**src/rtl/button_bank_debouncer_pkg.sv**
```systemverilog
// Shared types and helpers for the button bank debouncer.
package button_pkg;

    // Per-channel press-tracking state.
    typedef enum logic [1:0] {
        IDLE    = 2'd0,
        PRESSED = 2'd1,
        REPEAT  = 2'd2,
        LATCHED = 2'd3
    } btn_state_t;

    // Bits needed to hold a counter value 0..max_val, never narrower than 1.
    function automatic int cnt_width(input int max_val);
        if (max_val < 1) begin
            return 1;
        end
        return $clog2(max_val + 1);
    endfunction

endpackage

```
**src/rtl/button_bank_debouncer_if.sv**
```systemverilog
// Button pins in, per-channel clean level and strobes out.
interface button_bank_debouncer_if #(
    parameter int NUM_BTNS = 5
);
    logic [NUM_BTNS-1:0] btn_in;
    logic [NUM_BTNS-1:0] btn_db;
    logic [NUM_BTNS-1:0] btn_pressed;
    logic [NUM_BTNS-1:0] btn_released;
    logic [NUM_BTNS-1:0] btn_long;
    logic [NUM_BTNS-1:0] btn_repeat;

    // Board / consumer side: drives the pins, watches the events.
    modport master (
        output btn_in,
        input  btn_db, btn_pressed, btn_released, btn_long, btn_repeat
    );

    // Debouncer side.
    modport slave (
        input  btn_in,
        output btn_db, btn_pressed, btn_released, btn_long, btn_repeat
    );
endinterface

```
**src/rtl/button_bank_debouncer_channel.sv**
```systemverilog
// One button: synchroniser, stable-count debounce, hold/repeat FSM.
module button_channel
    import button_pkg::*;
#(
    parameter int SYNC_STAGES     = 2,
    parameter int DEBOUNCE_CYCLES = 4,
    parameter int HOLD_CYCLES     = 10,
    parameter int REPEAT_CYCLES   = 3
) (
    input  logic clk,
    input  logic reset,
    input  logic btn_raw,
    output logic btn_db,
    output logic btn_pressed,
    output logic btn_released,
    output logic btn_long,
    output logic btn_repeat
);
    localparam int DW = cnt_width(DEBOUNCE_CYCLES);
    localparam int HW = cnt_width(HOLD_CYCLES);
    localparam int RW = cnt_width(REPEAT_CYCLES);
    localparam logic [DW-1:0] DEB_LAST  = DW'(DEBOUNCE_CYCLES - 1);
    localparam logic [HW-1:0] HOLD_LAST = HW'(HOLD_CYCLES);
    // With repeat disabled REPEAT is never entered, so this value is unused.
    localparam logic [RW-1:0] REP_LAST  = (REPEAT_CYCLES == 0) ? '0 : RW'(REPEAT_CYCLES - 1);
    localparam btn_state_t HELD_STATE   = (REPEAT_CYCLES == 0) ? LATCHED : REPEAT;

    logic [SYNC_STAGES-1:0] sync_q;
    logic                   s;
    logic [DW-1:0]          deb_cnt_q, deb_cnt_d;
    logic                   db_d, rise, fall;
    btn_state_t             state_q, state_d;
    logic [HW-1:0]          hold_q, hold_d;
    logic [RW-1:0]          rep_q, rep_d;
    logic                   long_d, repeat_d;

    assign s = sync_q[SYNC_STAGES-1];

    // Metastability shift chain for the asynchronous pin.
    always_ff @(posedge clk) begin
        if (reset) begin
            sync_q <= '0;
        end else begin
            sync_q <= {sync_q[SYNC_STAGES-2:0], btn_raw};
        end
    end

    // Debounce: flip the clean level after DEBOUNCE_CYCLES consecutive differing samples.
    always_comb begin
        deb_cnt_d = deb_cnt_q;
        db_d      = btn_db;
        rise      = 1'b0;
        fall      = 1'b0;
        if (s == btn_db) begin
            deb_cnt_d = '0;
        end else if (deb_cnt_q == DEB_LAST) begin
            deb_cnt_d = '0;
            db_d      = s;
            rise      = s;
            fall      = ~s;
        end else begin
            deb_cnt_d = deb_cnt_q + 1'b1;
        end
    end

    // Hold/repeat FSM; a release in this cycle always wins over a threshold.
    always_comb begin
        state_d  = state_q;
        hold_d   = hold_q;
        rep_d    = rep_q;
        long_d   = 1'b0;
        repeat_d = 1'b0;
        case (state_q)
            IDLE: begin
                if (rise) begin
                    state_d = PRESSED;
                    hold_d  = HW'(1);
                end
            end
            PRESSED: begin
                if (fall) begin
                    state_d = IDLE;
                    hold_d  = '0;
                end else if (hold_q == HOLD_LAST) begin
                    long_d  = 1'b1;
                    state_d = HELD_STATE;
                    hold_d  = '0;
                    rep_d   = '0;
                end else begin
                    hold_d = hold_q + 1'b1;
                end
            end
            REPEAT: begin
                if (fall) begin
                    state_d = IDLE;
                    rep_d   = '0;
                end else if (rep_q == REP_LAST) begin
                    repeat_d = 1'b1;
                    rep_d    = '0;
                end else begin
                    rep_d = rep_q + 1'b1;
                end
            end
            LATCHED: begin
                if (fall) begin
                    state_d = IDLE;
                end
            end
            default: begin
                state_d = IDLE;
            end
        endcase
    end

    // State, counters and registered outputs.
    always_ff @(posedge clk) begin
        if (reset) begin
            deb_cnt_q    <= '0;
            btn_db       <= 1'b0;
            state_q      <= IDLE;
            hold_q       <= '0;
            rep_q        <= '0;
            btn_pressed  <= 1'b0;
            btn_released <= 1'b0;
            btn_long     <= 1'b0;
            btn_repeat   <= 1'b0;
        end else begin
            deb_cnt_q    <= deb_cnt_d;
            btn_db       <= db_d;
            state_q      <= state_d;
            hold_q       <= hold_d;
            rep_q        <= rep_d;
            btn_pressed  <= rise;
            btn_released <= fall;
            btn_long     <= long_d;
            btn_repeat   <= repeat_d;
        end
    end
endmodule

```
**src/rtl/button_bank_debouncer.sv**
```systemverilog
// Bank of independent button channels packed onto one interface.
module button_bank_debouncer #(
    parameter int NUM_BTNS        = 5,
    parameter int SYNC_STAGES     = 2,
    parameter int DEBOUNCE_CYCLES = 4,
    parameter int HOLD_CYCLES     = 10,
    parameter int REPEAT_CYCLES   = 3
) (
    input logic                    clk,
    input logic                    reset,
    button_bank_debouncer_if.slave bus
);
    logic [NUM_BTNS-1:0] db_w, pressed_w, released_w, long_w, repeat_w;

    for (genvar i = 0; i < NUM_BTNS; i++) begin : g_ch
        button_channel #(
            .SYNC_STAGES    (SYNC_STAGES),
            .DEBOUNCE_CYCLES(DEBOUNCE_CYCLES),
            .HOLD_CYCLES    (HOLD_CYCLES),
            .REPEAT_CYCLES  (REPEAT_CYCLES)
        ) u_ch (
            .clk         (clk),
            .reset       (reset),
            .btn_raw     (bus.btn_in[i]),
            .btn_db      (db_w[i]),
            .btn_pressed (pressed_w[i]),
            .btn_released(released_w[i]),
            .btn_long    (long_w[i]),
            .btn_repeat  (repeat_w[i])
        );
    end

    assign bus.btn_db       = db_w;
    assign bus.btn_pressed  = pressed_w;
    assign bus.btn_released = released_w;
    assign bus.btn_long     = long_w;
    assign bus.btn_repeat   = repeat_w;
endmodule
```
**src/flat_wrapper.sv**
```systemverilog
// flat-port wrapper written by rule: the top's interface ports become plain ports
module button_bank_debouncer_flat 
#(
    parameter int NUM_BTNS        = 5,
    parameter int SYNC_STAGES     = 2,
    parameter int DEBOUNCE_CYCLES = 4,
    parameter int HOLD_CYCLES     = 10,
    parameter int REPEAT_CYCLES   = 3
)
  (clk, reset, bus_btn_in, bus_btn_db, bus_btn_pressed, bus_btn_released, bus_btn_long, bus_btn_repeat);
  button_bank_debouncer_if #(.NUM_BTNS(NUM_BTNS)) bus_i ();
  input logic clk;
  input logic reset;
  input wire logic [$bits(bus_i.btn_in)-1:0] bus_btn_in;
  output wire logic [$bits(bus_i.btn_db)-1:0] bus_btn_db;
  output wire logic [$bits(bus_i.btn_pressed)-1:0] bus_btn_pressed;
  output wire logic [$bits(bus_i.btn_released)-1:0] bus_btn_released;
  output wire logic [$bits(bus_i.btn_long)-1:0] bus_btn_long;
  output wire logic [$bits(bus_i.btn_repeat)-1:0] bus_btn_repeat;
  assign bus_i.btn_in = bus_btn_in;
  assign bus_btn_db = bus_i.btn_db;
  assign bus_btn_pressed = bus_i.btn_pressed;
  assign bus_btn_released = bus_i.btn_released;
  assign bus_btn_long = bus_i.btn_long;
  assign bus_btn_repeat = bus_i.btn_repeat;
  button_bank_debouncer #(.NUM_BTNS(NUM_BTNS), .SYNC_STAGES(SYNC_STAGES), .DEBOUNCE_CYCLES(DEBOUNCE_CYCLES), .HOLD_CYCLES(HOLD_CYCLES), .REPEAT_CYCLES(REPEAT_CYCLES)) u_core (.clk(clk), .reset(reset), .bus(bus_i));
endmodule
```
**config.mk**
```make
export PLATFORM = sky130hd
export DESIGN_NAME = button_bank_debouncer_flat
export DESIGN_NICKNAME = d
export VERILOG_FILES = /design/src/rtl/button_bank_debouncer_pkg.sv /design/src/rtl/button_bank_debouncer_if.sv /design/src/rtl/button_bank_debouncer_channel.sv /design/src/rtl/button_bank_debouncer.sv /design/src/flat_wrapper.sv
export SDC_FILE = /design/constraint.sdc
export NUM_CORES = 1
export LEC_CHECK = 0
export BUFFER_PORTS_ARGS = -buffer_cell sky130_fd_sc_hd__buf_2
export CAP_MARGIN = 10
export CORE_UTILIZATION = 32
export CTS_CLUSTER_SIZE = 16
export DETAILED_ROUTE_END_ITERATION = 8
export GPL_ROUTABILITY_DRIVEN = 1
export PLACE_DENSITY_LB_ADDON = 0.1
export SLEW_MARGIN = 20
export SYNTH_ARGS = -nofsm -noshare
export SYNTH_HDL_FRONTEND = slang
export SYNTH_SLANG_ARGS = --single-unit
```
**constraint.sdc**
```tcl
create_clock -name clk -period 3.5 [get_ports clk]
set_input_delay 0.35 -clock clk [delete_from_list [all_inputs] [get_ports clk]]
set_output_delay 0.35 -clock clk [all_outputs]
set_load 0.005 [all_outputs]
```
### After elaboration in Yosys (flattened, before gate mapping)

Cells that the tools add are included.

* add/sub/neg operators: 15
* reductions and logical operators: 55
* muxes and demuxes: 100
* bitwise operators: 20
* equality and inequality tests: 60

Operators with widths (number)
* 2-to-1 mux 2 bit: 40
* 2-to-1 mux 4 bit: 15
* OR reduction 3 bit: 15
* one-hot mux 4 bit (2 select lines): 5
* == test 2 bit (second input constant): 15
* 2-to-1 mux 1 bit: 30
* != test 2 bit (second input constant): 15
* one-hot mux 2 bit (3 select lines): 5
* AND reduction 3 bit: 10
* adder 4 x 1 -> 4 bit (second input constant): 5
* == test 4 bit (second input constant): 5
* inverter 1 bit: 20
* one-hot mux 2 bit (2 select lines): 5
* AND reduction 2 bit: 10
* nonzero test 2 bit: 10
* adder 3 x 1 -> 3 bit (second input constant): 5
* == test 3 x 2 -> 1 bit (second input constant): 5
* != test 3 bit (second input constant): 5
* adder 2 x 1 -> 2 bit (second input constant): 5
* == test 2 x 1 -> 1 bit (second input constant): 5
* zero test 2 bit: 5
* != test 2 x 1 -> 1 bit (second input constant): 5
* OR reduction 2 bit: 5
* == test 1 bit: 5

* input port bits: 7
* word-level logic and storage cells: 300
* register bits: 90

### Longest topological paths before layout

* word-level depth: 5
* gate-level depth with buffers: 7
* mapped depth without buffers: 6

### Modules after synthesis

A second synthesis with hierarchy kept.

* cell total of the unflattened synthesis: 420
* area, all modules: 4141.5 um^2

Modules (own cells, without submodules)
* button_channel: cells each 84, instances 5, seq. area each 360.3 um^2, area an instance 828.3 um^2

### Worst setup path before layout

OpenSTA, ideal clock, no wires.

* path kind: register to register
* start point: reg u_core.g_ch[2].u_ch.deb_cnt_q[0]
* end point: reg u_core.g_ch[2].u_ch.hold_q[2]
* library setup time: 57 ps
* setup slack: 1900 ps
* cell stages (with the launch flop): 7
* arrival: 1543 ps
* data required time: 3443 ps
* cell sequence: dfxtp_1 -> ha_1 -> ha_1 -> and3b_1 -> or3_4 -> nor4b_2 -> a21o_1

* cells in the longest elaborated chain, start to end: 5
* elaborated cells between the ends (all ways): 9

Ends and longest elaborated chain
* from (decl): RTL line button_bank_debouncer_channel.sv:30 `logic [DW-1:0] deb_cnt_q, deb_cnt_d;`
* from (signal assigned): RTL line button_bank_debouncer_channel.sv:128 `deb_cnt_q <= deb_cnt_d;`
* == test 3 x 2 -> 1 bit (*): RTL line button_bank_debouncer_channel.sv:56 `end else if (deb_cnt_q == DEB_LAST) begin`
* 2-to-1 mux 1 bit: RTL line button_bank_debouncer_channel.sv:56
* 2-to-1 mux 1 bit: RTL line button_bank_debouncer_channel.sv:54 `if (s == btn_db) begin`
* 2-to-1 mux 4 bit or != test 2 bit (tied branches)
* one-hot mux 4 bit (2 select lines) or AND reduction 2 bit (tied branches)
* to (signal assigned): RTL line button_bank_debouncer_channel.sv:131 `hold_q <= hold_d;`
* to (decl): RTL line button_bank_debouncer_channel.sv:33 `logic [HW-1:0] hold_q, hold_d;`

Mark *: on every way between the ends. The rest lies on a longest branch, timed or not.
A chain may end at the register's enable or synchronous reset.

### Worst setup path in the final report

Ends and elaborated chain as after synthesis.

==> results.ini <==
[finish]
drive_above_1_share_pct = 12.6
n_antenna_cell = 0
instances_no_fill = 613
nets = 467
syn_to_final_growth_pct = 10.5

[timing]
maxSlewHeadroom_pct = 49.1
rsz0062_at_grt = no
clock_skew_ps = 6.52
drv_slew = 0
layout_setup_ws_ps = 1710
setup_viol = 0
finalSetupTns_ps = 0
post-route-period-util_pct = 51.1
hold_viol_final = 0
worstMarginPinSlew_ps = 764
max_freq_mhz = 559
fin_crit_ps = 1790

[route]
wl_per_cell_um = 12.1
vias_per_cell = 4.76
postRouteAntennaNets = 0
drtIter0Drc = 102
drc = 0
drt-pass1-iter-count = 4
wirelength_mm = 7.39
vias = 2916

[floorplan]
io_pins = 32
die_h_um = 114
fp-row-count = 40
core_area_mm2 = 0.0121
die_w_um = 114
die_area_mm2 = 0.0130
start_util_pct = 33.1

[synth]
synth_top_flop_cell = dfxtp_1
ys_warn_count = 0
syn_area_per_cell_um2 = 9.14
yosys-top-cells-count = 90 x dfxtp_1, 43 x nor2_1, 26 x buf_4, 24 x nand3_1
yosysTopAreaCellShare_pct = 45.0
synthTopCellsByArea = dfxtp_1 45%, ha_1 6.3%, buf_4 4.9%, nor2_1 4.0%, nand3b_1 3.4%
synth.cell_area_mm2 = 0.00400
yosysMostFrequentCell = dfxtp_1
synth-edff-count = 0
async_reset_ff_share_pct = 0
synth-seq-cells = 90
yosysTopAreaCell = dfxtp_1
synthDistinctLibCells = 48
syn_inst = 438
synth_fp_nets = 465
yosysSeqAreaShare_pct = 45.0

[setup_path]
cp-end-kind = flip-flop
criticalPathCategory = reg -> reg
worst_path_max_delay_cell = o31ai_1
cp_max_fo = 5
cp_slowest_stage_delay_ps = 480
crit_chain = ha_1, ha_1, nand2_1, o31ai_1, o22ai_1, a21o_1
worst-r2r-cell-count = 6
worst_ep_required_time_ps = 3740
timing.rr.end = u_core.g_ch[2].u_ch.hold_q[2]
rrSetupSlack_ps = 1710
timing.rr.start = u_core.g_ch[2].u_ch.deb_cnt_q[0]
critPathTopFamily = compound AO/OA/AOI/OAI gates
startpoint_type = flip-flop
worst-path-buf-inv = 0
worst_path_most_repeated_cell = ha_1
arrival_ps = 2030

[run]
maxCapViolations = 0

[power_and_ir_drop]
p_leak_nw = 1.71
p_seq_share_pct = 50.0
powerDensity_mw_per_mm2 = 477
p_int_w = 0.00166
p_clk_share_pct = 46.4
peakVddDrop_mv = 0.272
comb_power_share_pct = 3.6
p_total_w = 0.00211
p_switching_w = 0.000452
sw_frac_of_total_pct = 21.4

[min_path]
hold_depth = 2
min_from = bus_btn_in[4]
hp-class = in -> reg
hold_end = u_core.g_ch[4].u_ch.sync_q[0]

[clock_network]
cts.repair.resized = 0
postCtsHoldBufs = 0
clk_latency_ps = 340
postCtsSetupBuffers = 0
cts.sinks = 90
clockBufferDepth = 2
cts_tree = built
h-tree-depth = 3
numCtsBuffers = 9
clk_pin_slew_ps = 60
cts_root_buffer = clkbuf_16

[status]
status = completed

[global_routing]
grt_pass1_vias = 2634
antenna_found_initial = 0
grt_use_met2_pct = 17.9
gr-usage-met1_pct = 16.7
grt_util_all_layers_pct = 12.5
grt.busiest_layer = met2
grt_pass1_wl_mm = 12.7
globalRouteMet3Util_pct = 4.78
grt-ovfl-total = 0
grt_start_max_net_pins = 39

[placed_design]
dp_hpwl_mm = 4.99
place_ws_ps = 1720
gp_congestion = 0.732
dp_cells = 597
port_buffers = 31

==> placed cells by master, fill, tap and decap left out, types with 6 or more instances in the layout <==
cell / count
nand3_1: 24
inv_1: 22
clkbuf_16: 9
nand3b_1: 18
nor2b_1: 16
and3b_1: 9
nand2b_1: 8
nand2_1: 19
dfxtp_1: 90
or3_1: 6
a21oi_1: 15
nor2_1: 43
ha_1: 20
buf_2: 31
a31oi_1: 10
nor3_1: 22
==> stage by stage <==
step	utilization, %	hold WS [ps]	instance area [um^2]
floorplan	-	399	4000
global placement	34.0	406	4120
detailed placement	34.0	412	4120
CTS	36.5	195	4430
global route	36.5	211	4430
finish	36.5	215	4430
==> state kept, by name, indices dropped and copies added (netlist names) <==
register / cells
u_core.g_ch.u_ch.btn_pressed: 5
u_core.g_ch.u_ch.rep_q: 10
u_core.g_ch.u_ch.state_q: 10
u_core.g_ch.u_ch.btn_long: 5
u_core.g_ch.u_ch.hold_q: 20
u_core.g_ch.u_ch.btn_released: 5
u_core.g_ch.u_ch.btn_repeat: 5
u_core.g_ch.u_ch.deb_cnt_q: 15
u_core.g_ch.u_ch.btn_db: 5
u_core.g_ch.u_ch.sync_q: 10
==> routing by layer <==
metal	vias to the layer above	part of all wire [%]
li1	1518	-
met1	1348	53
met2	41	41
met3	9	4.2
met4	0	1.6
met5	-	0
==> power by group through the flow <==
stage                     sequential (W)  combinational, W  clock, W
final                            0.00106         0.0000754  0.000980
after global routing             0.00106         0.0000868   0.00106
after CTS                        0.00106         0.0000764   0.00102
after detailed placement         0.00108         0.0000760         0
after global placement           0.00108         0.0000757         0
after floorplan                  0.00107         0.0000673         0
==> cell type report <==
type / instances / area [um^2]
fill: 1289 / 7690
timing repair buffer: 34 / 178
sequential: 90 / 1800
inverter: 22 / 82.6
clock buffer: 11 / 253
tap: 168 / 210
multi-input combinational: 283 / 1850
clock inverter: 5 / 52.6
==> logic make-up after synthesis <==
family,Yosys count,share of synthesized area [%]
fa+ha+maj,20,6.25
buf+inv,65,8.84
compound gates,68,11.7
xor+xnor,6,1.31
simple gates,189,26.9
flops,90,45.0
==> worst max-delay path by stage <==
stage,startpoint,slack [ps],cells after the start,to
after floorplan,u_core.g_ch[2].u_ch.deb_cnt_q[0],1900,6,u_core.g_ch[2].u_ch.hold_q[2]
after global placement,reset,1750,4,u_core.g_ch[2].u_ch.hold_q[2]
after detailed placement,u_core.g_ch[1].u_ch.deb_cnt_q[0],1720,6,u_core.g_ch[1].u_ch.hold_q[3]
after CTS,u_core.g_ch[1].u_ch.deb_cnt_q[0],1710,6,u_core.g_ch[1].u_ch.hold_q[3]
after global routing,u_core.g_ch[1].u_ch.deb_cnt_q[0],1550,6,u_core.g_ch[1].u_ch.hold_q[3]
final,u_core.g_ch[2].u_ch.deb_cnt_q[0],1710,6,u_core.g_ch[2].u_ch.hold_q[2]
Note: power is estimated with default switching activity, not from simulation.
